`src/rtl/mac_array_ctrl_if.sv`:
```
// Bus bundle between mac_array_ctrl and its weight/ifmap buffers, the MacArray and the tile scheduler.
// perf_cycles_out is present only when MAC_CTRL_PERF_EN is defined.
interface mac_array_ctrl_if #(
    parameter int MAC_ROW        = 16,
    parameter int MAC_COL        = 16,
    parameter int IFMAP_BITWIDTH = 16,
    parameter int W_BITWIDTH     = 8,
    parameter int IFMAP_ADDR_W   = 10
);
    localparam int WA_W = (MAC_ROW > 1) ? $clog2(MAC_ROW) : 1;

    logic                               start_in;
    logic [IFMAP_ADDR_W:0]              ifmap_num_in;
    logic                               busy_out;
    logic                               done_out;
    logic                               err_out;
    logic                               w_rd_en_out;
    logic [WA_W-1:0]                    w_rd_addr_out;
    logic [MAC_COL*W_BITWIDTH-1:0]      w_rd_data_in;
    logic                               if_rd_en_out;
    logic [IFMAP_ADDR_W-1:0]            if_rd_addr_out;
    logic [MAC_ROW*IFMAP_BITWIDTH-1:0]  if_rd_data_in;
    logic                               w_prefetch_out;
    logic                               w_enable_out;
    logic [MAC_COL*W_BITWIDTH-1:0]      w_data_out;
    logic                               ifmap_start_out;
    logic [MAC_ROW-1:0]                 ifmap_enable_out;
    logic [MAC_ROW*IFMAP_BITWIDTH-1:0]  ifmap_data_out;
    logic [MAC_COL-1:0]                 ofmap_valid_in;
`ifdef MAC_CTRL_PERF_EN
    logic [31:0]                        perf_cycles_out;
`endif

    modport master (
        input  start_in, ifmap_num_in, w_rd_data_in, if_rd_data_in, ofmap_valid_in,
        output busy_out, done_out, err_out, w_rd_en_out, w_rd_addr_out,
               if_rd_en_out, if_rd_addr_out, w_prefetch_out, w_enable_out, w_data_out,
               ifmap_start_out, ifmap_enable_out, ifmap_data_out
`ifdef MAC_CTRL_PERF_EN
        , output perf_cycles_out
`endif
    );

    modport slave (
        output start_in, ifmap_num_in, w_rd_data_in, if_rd_data_in, ofmap_valid_in,
        input  busy_out, done_out, err_out, w_rd_en_out, w_rd_addr_out,
               if_rd_en_out, if_rd_addr_out, w_prefetch_out, w_enable_out, w_data_out,
               ifmap_start_out, ifmap_enable_out, ifmap_data_out
`ifdef MAC_CTRL_PERF_EN
        , input perf_cycles_out
`endif
    );
endinterface

```
`src/rtl/mac_array_ctrl.sv`:
```
// Tile sequencer for one MacArray: weight prefetch/load, row-skewed ifmap feed, ofmap drain tracking.
// Optional MAC_CTRL_PERF_EN adds a saturating busy-cycle counter on perf_cycles_out.
module mac_array_ctrl #(
    parameter int MAC_ROW        = 16,
    parameter int MAC_COL        = 16,
    parameter int IFMAP_BITWIDTH = 16,
    parameter int W_BITWIDTH     = 8,
    parameter int IFMAP_ADDR_W   = 10
) (
    input  logic              clk,
    input  logic              rst,
    mac_array_ctrl_if.master  bus
);
    localparam int WA_W  = (MAC_ROW > 1) ? $clog2(MAC_ROW) : 1;
    localparam int CNT_W = IFMAP_ADDR_W + 1;
    localparam int IW    = IFMAP_BITWIDTH;

    typedef enum logic [2:0] {
        S_IDLE, S_PREFETCH, S_WLOAD, S_IFSTART, S_FEED, S_DRAIN, S_DONE
    } state_t;

    state_t             state_q, state_d;
    logic [CNT_W-1:0]   num_q;
    logic [CNT_W-1:0]   step_q;
    logic [CNT_W-1:0]   col_cnt_q [MAC_COL];
    logic               err_q;
    logic [MAC_ROW-1:1] vld_q;
    logic [MAC_ROW-1:0] lane_en;
    logic [IW-1:0]      lane_data [MAC_ROW];
    logic               start_acc;
    logic               feed;
    logic               counting;
    logic               all_full;

    assign start_acc = (state_q == S_IDLE) && bus.start_in;
    assign feed      = (state_q == S_FEED);
    assign counting  = (state_q == S_FEED) || (state_q == S_DRAIN);
    assign lane_en   = {vld_q, feed};

    always_ff @(posedge clk) begin
        if (rst) state_q <= S_IDLE;
        else     state_q <= state_d;
    end

    always_comb begin
        state_d = state_q;
        case (state_q)
            S_IDLE:     if (bus.start_in) state_d = S_PREFETCH;
            S_PREFETCH: state_d = S_WLOAD;
            S_WLOAD:    if (step_q == CNT_W'(MAC_ROW - 1))
                            state_d = (num_q == '0) ? S_DONE : S_IFSTART;
            S_IFSTART:  state_d = S_FEED;
            S_FEED:     if (step_q == num_q - CNT_W'(1)) state_d = S_DRAIN;
            S_DRAIN:    if ((vld_q == '0) && all_full) state_d = S_DONE;
            S_DONE:     state_d = S_IDLE;
            default:    state_d = S_IDLE;
        endcase
    end

    always_comb begin
        bus.busy_out        = (state_q != S_IDLE);
        bus.done_out        = 1'b0;
        bus.w_prefetch_out  = 1'b0;
        bus.w_enable_out    = 1'b0;
        bus.w_data_out      = '0;
        bus.w_rd_en_out     = 1'b0;
        bus.w_rd_addr_out   = '0;
        bus.ifmap_start_out = 1'b0;
        bus.if_rd_en_out    = 1'b0;
        bus.if_rd_addr_out  = '0;
        case (state_q)
            S_PREFETCH: begin
                bus.w_prefetch_out = 1'b1;
                bus.w_rd_en_out    = 1'b1;
                bus.w_rd_addr_out  = WA_W'(MAC_ROW - 1);
            end
            S_WLOAD: begin
                // Rows are loaded last-first; each cycle presents the row read one cycle earlier.
                bus.w_enable_out = 1'b1;
                bus.w_data_out   = bus.w_rd_data_in;
                if (step_q < CNT_W'(MAC_ROW - 1)) begin
                    bus.w_rd_en_out   = 1'b1;
                    bus.w_rd_addr_out = WA_W'(MAC_ROW - 2) - step_q[WA_W-1:0];
                end
            end
            S_IFSTART: begin
                bus.ifmap_start_out = 1'b1;
                bus.if_rd_en_out    = 1'b1;
            end
            S_FEED: begin
                if (step_q + CNT_W'(1) < num_q) begin
                    bus.if_rd_en_out   = 1'b1;
                    bus.if_rd_addr_out = step_q[IFMAP_ADDR_W-1:0] + IFMAP_ADDR_W'(1);
                end
            end
            S_DONE:  bus.done_out = 1'b1;
            default: ;
        endcase
    end

    always_ff @(posedge clk) begin
        if (rst) begin
            num_q  <= '0;
            step_q <= '0;
        end else begin
            if (start_acc) num_q <= bus.ifmap_num_in;
            if (state_d != state_q)
                step_q <= '0;
            else if ((state_q == S_WLOAD) || (state_q == S_FEED))
                step_q <= step_q + CNT_W'(1);
        end
    end

    // Per-column ofmap beat counters; a beat beyond N flags an error and is dropped.
    always_ff @(posedge clk) begin
        if (rst || start_acc) begin
            err_q <= 1'b0;
            for (int c = 0; c < MAC_COL; c++) col_cnt_q[c] <= '0;
        end else if (counting) begin
            for (int c = 0; c < MAC_COL; c++) begin
                if (bus.ofmap_valid_in[c]) begin
                    if (col_cnt_q[c] == num_q) err_q <= 1'b1;
                    else                       col_cnt_q[c] <= col_cnt_q[c] + CNT_W'(1);
                end
            end
        end
    end

    always_comb begin
        all_full = 1'b1;
        for (int c = 0; c < MAC_COL; c++)
            if (col_cnt_q[c] != num_q) all_full = 1'b0;
    end

    assign bus.err_out = err_q;

    always_ff @(posedge clk) begin
        if (rst) vld_q <= '0;
        else     vld_q <= lane_en[MAC_ROW-2:0];
    end

    assign lane_data[0] = bus.if_rd_data_in[IW-1:0];

    for (genvar r = 1; r < MAC_ROW; r++) begin : g_skew
        logic [IW-1:0] sh_q [r];
        always_ff @(posedge clk) begin
            if (rst) begin
                for (int s = 0; s < r; s++) sh_q[s] <= '0;
            end else begin
                sh_q[0] <= bus.if_rd_data_in[r*IW +: IW];
                for (int s = 1; s < r; s++) sh_q[s] <= sh_q[s-1];
            end
        end
        assign lane_data[r] = sh_q[r-1];
    end

    assign bus.ifmap_enable_out = lane_en;

    always_comb begin
        bus.ifmap_data_out = '0;
        for (int r = 0; r < MAC_ROW; r++)
            if (lane_en[r]) bus.ifmap_data_out[r*IW +: IW] = lane_data[r];
    end

`ifdef MAC_CTRL_PERF_EN
    logic [31:0] perf_q;

    always_ff @(posedge clk) begin
        if (rst || start_acc)
            perf_q <= '0;
        else if ((state_q inside {S_PREFETCH, S_WLOAD, S_IFSTART, S_FEED, S_DRAIN}) && (perf_q != '1))
            perf_q <= perf_q + 32'd1;
    end

    assign bus.perf_cycles_out = perf_q;
`endif
endmodule

```
`src/flat_wrapper.sv`:
```
// flat-port wrapper written by rule: the top's interface ports become plain ports
module mac_array_ctrl_flat 
#(
    parameter int MAC_ROW        = 16,
    parameter int MAC_COL        = 16,
    parameter int IFMAP_BITWIDTH = 16,
    parameter int W_BITWIDTH     = 8,
    parameter int IFMAP_ADDR_W   = 10
)
  (clk, rst, bus_start_in, bus_ifmap_num_in, bus_w_rd_data_in, bus_if_rd_data_in, bus_ofmap_valid_in, bus_busy_out, bus_done_out, bus_err_out, bus_w_rd_en_out, bus_w_rd_addr_out, bus_if_rd_en_out, bus_if_rd_addr_out, bus_w_prefetch_out, bus_w_enable_out, bus_w_data_out, bus_ifmap_start_out, bus_ifmap_enable_out, bus_ifmap_data_out);
  mac_array_ctrl_if #(.MAC_ROW(MAC_ROW), .MAC_COL(MAC_COL), .IFMAP_BITWIDTH(IFMAP_BITWIDTH), .W_BITWIDTH(W_BITWIDTH), .IFMAP_ADDR_W(IFMAP_ADDR_W)) bus_i ();
  input  logic clk;
  input  logic rst;
  input wire logic [$bits(bus_i.start_in)-1:0] bus_start_in;
  input wire logic [$bits(bus_i.ifmap_num_in)-1:0] bus_ifmap_num_in;
  input wire logic [$bits(bus_i.w_rd_data_in)-1:0] bus_w_rd_data_in;
  input wire logic [$bits(bus_i.if_rd_data_in)-1:0] bus_if_rd_data_in;
  input wire logic [$bits(bus_i.ofmap_valid_in)-1:0] bus_ofmap_valid_in;
  output wire logic [$bits(bus_i.busy_out)-1:0] bus_busy_out;
  output wire logic [$bits(bus_i.done_out)-1:0] bus_done_out;
  output wire logic [$bits(bus_i.err_out)-1:0] bus_err_out;
  output wire logic [$bits(bus_i.w_rd_en_out)-1:0] bus_w_rd_en_out;
  output wire logic [$bits(bus_i.w_rd_addr_out)-1:0] bus_w_rd_addr_out;
  output wire logic [$bits(bus_i.if_rd_en_out)-1:0] bus_if_rd_en_out;
  output wire logic [$bits(bus_i.if_rd_addr_out)-1:0] bus_if_rd_addr_out;
  output wire logic [$bits(bus_i.w_prefetch_out)-1:0] bus_w_prefetch_out;
  output wire logic [$bits(bus_i.w_enable_out)-1:0] bus_w_enable_out;
  output wire logic [$bits(bus_i.w_data_out)-1:0] bus_w_data_out;
  output wire logic [$bits(bus_i.ifmap_start_out)-1:0] bus_ifmap_start_out;
  output wire logic [$bits(bus_i.ifmap_enable_out)-1:0] bus_ifmap_enable_out;
  output wire logic [$bits(bus_i.ifmap_data_out)-1:0] bus_ifmap_data_out;
  assign bus_i.start_in = bus_start_in;
  assign bus_i.ifmap_num_in = bus_ifmap_num_in;
  assign bus_i.w_rd_data_in = bus_w_rd_data_in;
  assign bus_i.if_rd_data_in = bus_if_rd_data_in;
  assign bus_i.ofmap_valid_in = bus_ofmap_valid_in;
  assign bus_busy_out = bus_i.busy_out;
  assign bus_done_out = bus_i.done_out;
  assign bus_err_out = bus_i.err_out;
  assign bus_w_rd_en_out = bus_i.w_rd_en_out;
  assign bus_w_rd_addr_out = bus_i.w_rd_addr_out;
  assign bus_if_rd_en_out = bus_i.if_rd_en_out;
  assign bus_if_rd_addr_out = bus_i.if_rd_addr_out;
  assign bus_w_prefetch_out = bus_i.w_prefetch_out;
  assign bus_w_enable_out = bus_i.w_enable_out;
  assign bus_w_data_out = bus_i.w_data_out;
  assign bus_ifmap_start_out = bus_i.ifmap_start_out;
  assign bus_ifmap_enable_out = bus_i.ifmap_enable_out;
  assign bus_ifmap_data_out = bus_i.ifmap_data_out;
  mac_array_ctrl #(.MAC_ROW(MAC_ROW), .MAC_COL(MAC_COL), .IFMAP_BITWIDTH(IFMAP_BITWIDTH), .W_BITWIDTH(W_BITWIDTH), .IFMAP_ADDR_W(IFMAP_ADDR_W)) u_core (.clk(clk), .rst(rst), .bus(bus_i));
endmodule
```
`config.mk`:
```
export PLATFORM = sky130hd
export DESIGN_NAME = mac_array_ctrl_flat
export DESIGN_NICKNAME = d
export VERILOG_FILES = /design/src/rtl/mac_array_ctrl_if.sv /design/src/rtl/mac_array_ctrl.sv /design/src/flat_wrapper.sv
export SDC_FILE = /design/constraint.sdc
export NUM_CORES = 2
export LEC_CHECK = 0
export ABC_AREA = 1
export BUFFER_PORTS_ARGS = -buffer_cell sky130_fd_sc_hd__buf_2
export CAP_MARGIN = 20
export CORE_UTILIZATION = 30
export CTS_BUF_LIST = sky130_fd_sc_hd__clkbuf_8
export CTS_CLUSTER_DIAMETER = 200
export DETAILED_ROUTE_END_ITERATION = 12
export SYNTH_ARGS = -nofsm -noshare
export SYNTH_HDL_FRONTEND = slang
export SYNTH_SLANG_ARGS = --single-unit
```
`constraint.sdc`:
```
create_clock -name clk -period 3.3 [get_ports clk]
set_clock_uncertainty 0.05 [all_clocks]
set_input_delay 0.66 -clock clk [delete_from_list [all_inputs] [get_ports clk]]
set_output_delay 0.66 -clock clk [all_outputs]
set_load 0.02 [all_outputs]
```
After elaboration in Yosys (flattened, before gate mapping)

Memory sizes are Yosys's and may differ from the RTL's.
Cells that the tools add are included.

Add/subtract/negate cells: 20
Multipliers: 0
Divide/modulo/power cells: 0
Order comparisons: 2
Equal/unequal tests: 41
Shift operators: 0
Mux-type cells: 311
Bitwise operators: 135
Reduce and logical (&&, ||, !) cells: 11

Operators by type and width:

| kind                                                         | number |
|---|---|
| two-way mux 16 bit                                           | 136 |
| adder 11 x 1 -> 11 bit (second input constant)               | 17 |
| equality test 11 bit                                         | 17 |
| two-way mux 11 bit                                           | 16 |
| != test 11 bit                                               | 16 |
| two-way mux 1 bit                                            | 146 |
| OR 1 bit                                                     | 135 |
| two-way mux 128 bit                                          | 1 |
| two-way mux 10 bit                                           | 2 |
| case mux 3 bit (6 select lines)                              | 1 |
| OR reduction 16 bit                                          | 1 |
| zero test 15 bit                                             | 1 |
| two-way mux 3 bit                                            | 5 |
| equality test 11 x 4 -> 1 bit (second input constant)        | 1 |
| zero test 11 bit                                             | 1 |
| less-than comparator 11 bit                                  | 1 |
| less-than comparator 11 x 4 -> 1 bit (second input constant) | 1 |
| subtractor 11 x 1 -> 11 bit (second input constant)          | 1 |
| adder 10 x 1 -> 10 bit (second input constant)               | 1 |
| equality test 3 bit (second input constant)                  | 3 |
| case mux 4 bit (2 select lines)                              | 1 |
| equality test 3 x 2 -> 1 bit (second input constant)         | 2 |
| two-way mux 4 bit                                            | 1 |
| case mux 1 bit (2 select lines)                              | 2 |
| other kinds (8)                                              | 11 |

Bits in registers: 41
Latch bits: 0
RAM bits: 2096
ROM bits: 0
Input port bits: 414
Output and inout port bits: 422
Word-level logic and storage cells: 541
Memories kept: 16

Memory list:

| memory                 | words | bits a word | read ports | clocked after memory_dff | write ports | line                  | source |
|---|---|---|---|---|---|---|---|
| u_core.g_skew[15].sh_q | 15    | 16          | 15         | 0                        | 15          | mac_array_ctrl.sv:145 | `logic [IW-1:0] sh_q [r];` |
| u_core.g_skew[14].sh_q | 14    | 16          | 14         | 0                        | 14          | mac_array_ctrl.sv:145 |  |
| u_core.g_skew[13].sh_q | 13    | 16          | 13         | 0                        | 13          | mac_array_ctrl.sv:145 |  |
| u_core.g_skew[12].sh_q | 12    | 16          | 12         | 0                        | 12          | mac_array_ctrl.sv:145 |  |
| u_core.col_cnt_q       | 16    | 11          | 16         | 0                        | 16          | mac_array_ctrl.sv:25  | `logic [CNT_W-1:0] col_cnt_q [MAC_COL];` |
| u_core.g_skew[11].sh_q | 11    | 16          | 11         | 0                        | 11          | mac_array_ctrl.sv:145 |  |
| +10 memories           | -     | -           | -          | -                        | -           | -                     |  |

Logic depth before layout (Yosys ltp)

Word-level depth: 39
Mapped depth: 17

Least setup slack after synthesis

Ideal clock, no wire load.

Path type: flip-flop to output port
Start: register u_core.step_q[0]
End: output port bus_if_rd_addr_out[0]
Data arrival time: 2.327 ns
Data required time: 2.590 ns
Path slack: 0.263 ns
Stages on the path, launching flop included: 18
Path buffers: 1
Cells stage by stage: dfxtp_1 ha_1 nand3_1 nor2_1 inv_1 nor2_1 inv_1 nand2_1 inv_1 ha_1 a21oi_1 o21ai_0 nand3_1 nand2_1 nand2_1 nand3_1 clkbuf_1 nor2_1

Cells in the longest elaborated chain, start to end: 4
Elaborated cells between the ends (all ways): 5
Those cells by class: add/sub: 2; order compare: 1; mux: 2

Ends and longest elaborated chain:

| what                        | line                  | source |
|---|---|---|
| start, declared             | mac_array_ctrl.sv:24  | `logic [CNT_W-1:0] step_q;` |
| start signal, assigned      | mac_array_ctrl.sv:110 | `step_q <= step_q + CNT_W'(1);` |
| adder 11 x 1 -> 11 bit      | mac_array_ctrl.sv:91  | `if (step_q + CNT_W'(1) < num_q) begin` |
| less-than comparator 11 bit | mac_array_ctrl.sv:91  |  |
| two-way mux 10 bit *        | mac_array_ctrl.sv:91  |  |
| two-way mux 10 bit *        | mac_array_ctrl.sv:71  | `case (state_q)` |
| end, declared               | flat_wrapper.sv:25    | `output wire logic [$bits(bus_i.if_rd_addr_out)-1:0] bus_if_rd_addr_out;` |

Mark *: on every way between the ends. The rest lies on a longest branch, timed or not.

Worst setup path in the final report

Start: register u_core.step_q[0]
End: output port bus_if_rd_addr_out[5]

Same word-level chain as after synthesis.

==> results.ini <==
[timing]
hold_viol_final = 0
final_critical_path_share_of_the_clock_period_pct = 127.1
final-max-slew-violation-count = 0
layout_min_cycle_time_ps = 4194
hold_slack_ps = 222.1
rsz0062_at_grt = true
layout_setup_ws_ps = -894.2
fin_tns_setup_ps = -9701
worst_slew_margin_rel_pct = 39.33
setup_viol = 11
timing_worst_slew_pin_value_ps = 910.0
maxClockFrequency_mhz = 238.4

[synthesis]
yosys.cell_types.count = 44
count_of_state_elements_after_synthesis = 2137
postSynthCellCount = 8567
synthMostInstantiatedCell = sky130_fd_sc_hd__inv_1
synth_top_area_share_pct = 55.31
synth-async-reset-ratio_pct = 0
netlist_top_cells_count = sky130_fd_sc_hd__inv_1, sky130_fd_sc_hd__nor2_1, sky130_fd_sc_hd__dfxtp_1
edff_count_synth = 176
synth_area_per_cell_sq_um = 8.285
synth.top_cells.by_area = sky130_fd_sc_hd__dfxtp_1, sky130_fd_sc_hd__inv_1, sky130_fd_sc_hd__nor2_1
synth_area_sq_um = 70970
synth.largest_area_cell = sky130_fd_sc_hd__dfxtp_1
ys_warn_count = 0
synth-main-ff-cell = sky130_fd_sc_hd__dfxtp_1
yosysSeqAreaShare_pct = 62.76
synth_fp_nets = 9011

[finish]
fraction_of_layout_cells_with_a_size_suffix_above_1_pct = 16.03
finalNetCount = 10280
area_delta_synth_final_pct = 26.28

[min_path]
worstHoldPathCells = 4
timing.hold.worst.start = bus_ofmap_valid_in[11]
worst_hold_path.endpoint = u_core.col_cnt_q[0][123]
hold_path_class = input pin to flip-flop

[clock_tree]
cts-buffers-inserted = 370
path_clk_slew_ps = 60
worstSkewPairLatency_ps = 1010
htree_num_levels = 5
cts_sinks = 2137
cts.root.buffer_cell = sky130_fd_sc_hd__clkbuf_8
bufs_on_longest_clock_path = 4
cts_tree = done

[critical_path]
r2r_setup_slk_ps = 570
data_arrival_critical_path_ps = 3480
critPathCaptureType = primary output
crit_chain = ha_4 -> nand3_2 -> nor2_2 -> inv_1 -> nor2_1 -> buf_4 -> nand2_1 -> nor2_1 -> xor2_1 -> ha_1 -> a21oi_2 -> nand3_4 -> buf_8 -> nor2_2 -> buf_4
worstPathBufferInverterCount = 4
critPathTopFamily = simple AND/OR/NAND/NOR gates
worst_r2r_path_depth = 13
r2r-start = u_core.num_q[2]
regToRegEndpoint = u_core.step_q[0]
critical_path.max_stage_delay_ps = 350
element_type_at_the_critical_path_start = flip-flop
slowest_stage = sky130_fd_sc_hd__dfxtp_2
critical_path.startpoint = u_core.step_q[0]
worstPathRequired_ps = 2590
worstSetupPathType = flip-flop to primary output
critPathMaxFanout = 6
timing.critical_path.depth = 15

[route]
route.antenna.remaining_nets = 0
drc_viols = 0
routedWlPerCell_um = 13.31
avgViaCountPerCell = 3.763
drt-initial-drc-count = 2424
routed_wirelength_um = 176600
detail_route.first_pass.iterations = 6
via_count = 49950

[floorplanning]
die_y_um = 488.4
floorplan.core_area_sq_um = 235200
pin_count = 836
floorplan.rows = 178
area_of_the_die_sq_um = 238500
initial_utilization_pct = 30.18
floorplan.die.width_um = 488.4

[power_and_ir_drop]
power_density_over_the_cells_nw_per_um2 = 600.2
total_power_mw = 53.79
max-vdd-ir-drop_mv = 0.3400
static_leakage_nw = 41.72

[global_routing]
leftover_overflow_at_the_end_of_global_routing = 0
grt_antenna_before_repair = 56
vias_in_the_first_global_route = 46680
global_route.usage.total_pct = 14.44
largest_net_degree_at_the_start_of_global_routing = 202
first_pass_grt_wire_length_um = 263600

[placed_design]
pre_cts_ws_ps = -297.4
gp_congestion = 0.9312
dpl.hpwl_um = 120100
port_buffers = 835

[status]
run_status = complete, but fails checks
violated_checks = setup timing

[job]
max-cap-violations = 0

==> sequential cells by signal, summed over array words and instances, names as in the netlist <==
signal	count
u_core.num_q	11
u_core.bus.err_out	1
u_core.g_skew.sh_q	1920
u_core.col_cnt_q	176
u_core.vld_q	15
u_core.state_q	3
u_core.step_q	11
==> through the flow <==
stage	instances	utilization [%]	cell area [sq um]
2_1_floorplan	8567	-	70970
3_3_place_gp	12330	33.40	78550
3_5_place_dp	12330	33.40	78550
4_1_cts	13240	37.98	89310
5_1_grt	13260	38.10	89600
6_report	13270	38.11	89630
==> how the worst max path moves through the flow <==
stage                                       end  slack (ps)
after floorplan           bus_if_rd_addr_out[0]         260
after global placement         bus_if_rd_en_out        -310
after detailed placement  bus_if_rd_addr_out[4]        -300
after CTS                 bus_if_rd_addr_out[3]       -1100
after global routing      bus_if_rd_addr_out[7]       -1160
final                     bus_if_rd_addr_out[5]        -890
==> cell type report <==
cell class / count / area (sq um)
diodes: 25 / 62.56
clock buffers: 460 / 6331
clock inverters: 175 / 909.6
fillers: 24230 / 145600
inverters: 2527 / 9515
multi-input cells: 3586 / 15970
flip-flops and latches: 2137 / 44550
well taps: 3150 / 3941
repair buffers: 1211 / 8334
repair inverters: 2 / 17.52
==> cells in the final DEF (no fill, tap or decap), types with 9 or more instances in the layout <==
cell,n
sky130_fd_sc_hd__inv_1,2643
sky130_fd_sc_hd__nor2_1,2270
sky130_fd_sc_hd__dfxtp_1,1955
sky130_fd_sc_hd__buf_2,773
sky130_fd_sc_hd__nand2_1,637
sky130_fd_sc_hd__clkbuf_8,460
sky130_fd_sc_hd__dlygate4sd3_1,253
sky130_fd_sc_hd__edfxtp_1,176
sky130_fd_sc_hd__buf_4,114
sky130_fd_sc_hd__xnor2_1,103
sky130_fd_sc_hd__nand3_1,79
sky130_fd_sc_hd__xor2_1,70
sky130_fd_sc_hd__a21oi_1,63
sky130_fd_sc_hd__o21ai_0,47
sky130_fd_sc_hd__nor2_4,45
sky130_fd_sc_hd__buf_6,45
sky130_fd_sc_hd__nand4_1,41
sky130_fd_sc_hd__nor2_2,39
sky130_fd_sc_hd__nor3b_1,39
sky130_fd_sc_hd__nor3_1,37
sky130_fd_sc_hd__ha_1,29
sky130_fd_sc_hd__diode_2,25
sky130_fd_sc_hd__clkinv_2,24
sky130_fd_sc_hd__buf_12,16
sky130_fd_sc_hd__nand2_2,13
sky130_fd_sc_hd__nand3_2,10
sky130_fd_sc_hd__inv_2,9
==> report_power, final <==
part / switching, mW / internal (mW)
clock network: 10.3 / 12.9
logic: 2.07 / 1.31
registers: 0.357 / 26.8
==> kinds of logic (layout without fill, tap and decap cells) <==
group                    after synthesis  after routing  synth area share, %
buffers and inverters               2844           4375                15.43
XOR/XNOR                             178            178                2.248
AO/OA/AOI/OAI                        139            139                1.040
flip-flops                          2137           2137                62.76
other                                  0             25                    0
adder cells (fa/ha/maj)               30             30               0.5289
AND/OR/NAND/NOR                     3239           3239                18.00
==> tightest hold or removal path: stages <==
cell and delay, ps:
sky130_fd_sc_hd__buf_2 110, sky130_fd_sc_hd__nand2_1 50, sky130_fd_sc_hd__o21ai_0 80, sky130_fd_sc_hd__buf_4 190
==> per-layer routing <==
layer	global-route usage, %	share of wire (%)	routed length, um
met1	16.88	42	74310
met4	7.017	4.5	7976
met3	3.910	6.3	11080
met5	0	0.078	137
met2	24.28	47	83130
==> what timing repair did <==
action	CTS	global route
hold endpoints to repair	260	0
resized for setup	213	54
pin swaps	11	16
buffers inserted	14	5
hold buffers	253	0
cloned	9	0
endpoints found under the setup margin	144	70
Power figures use the tool's default switching activity.
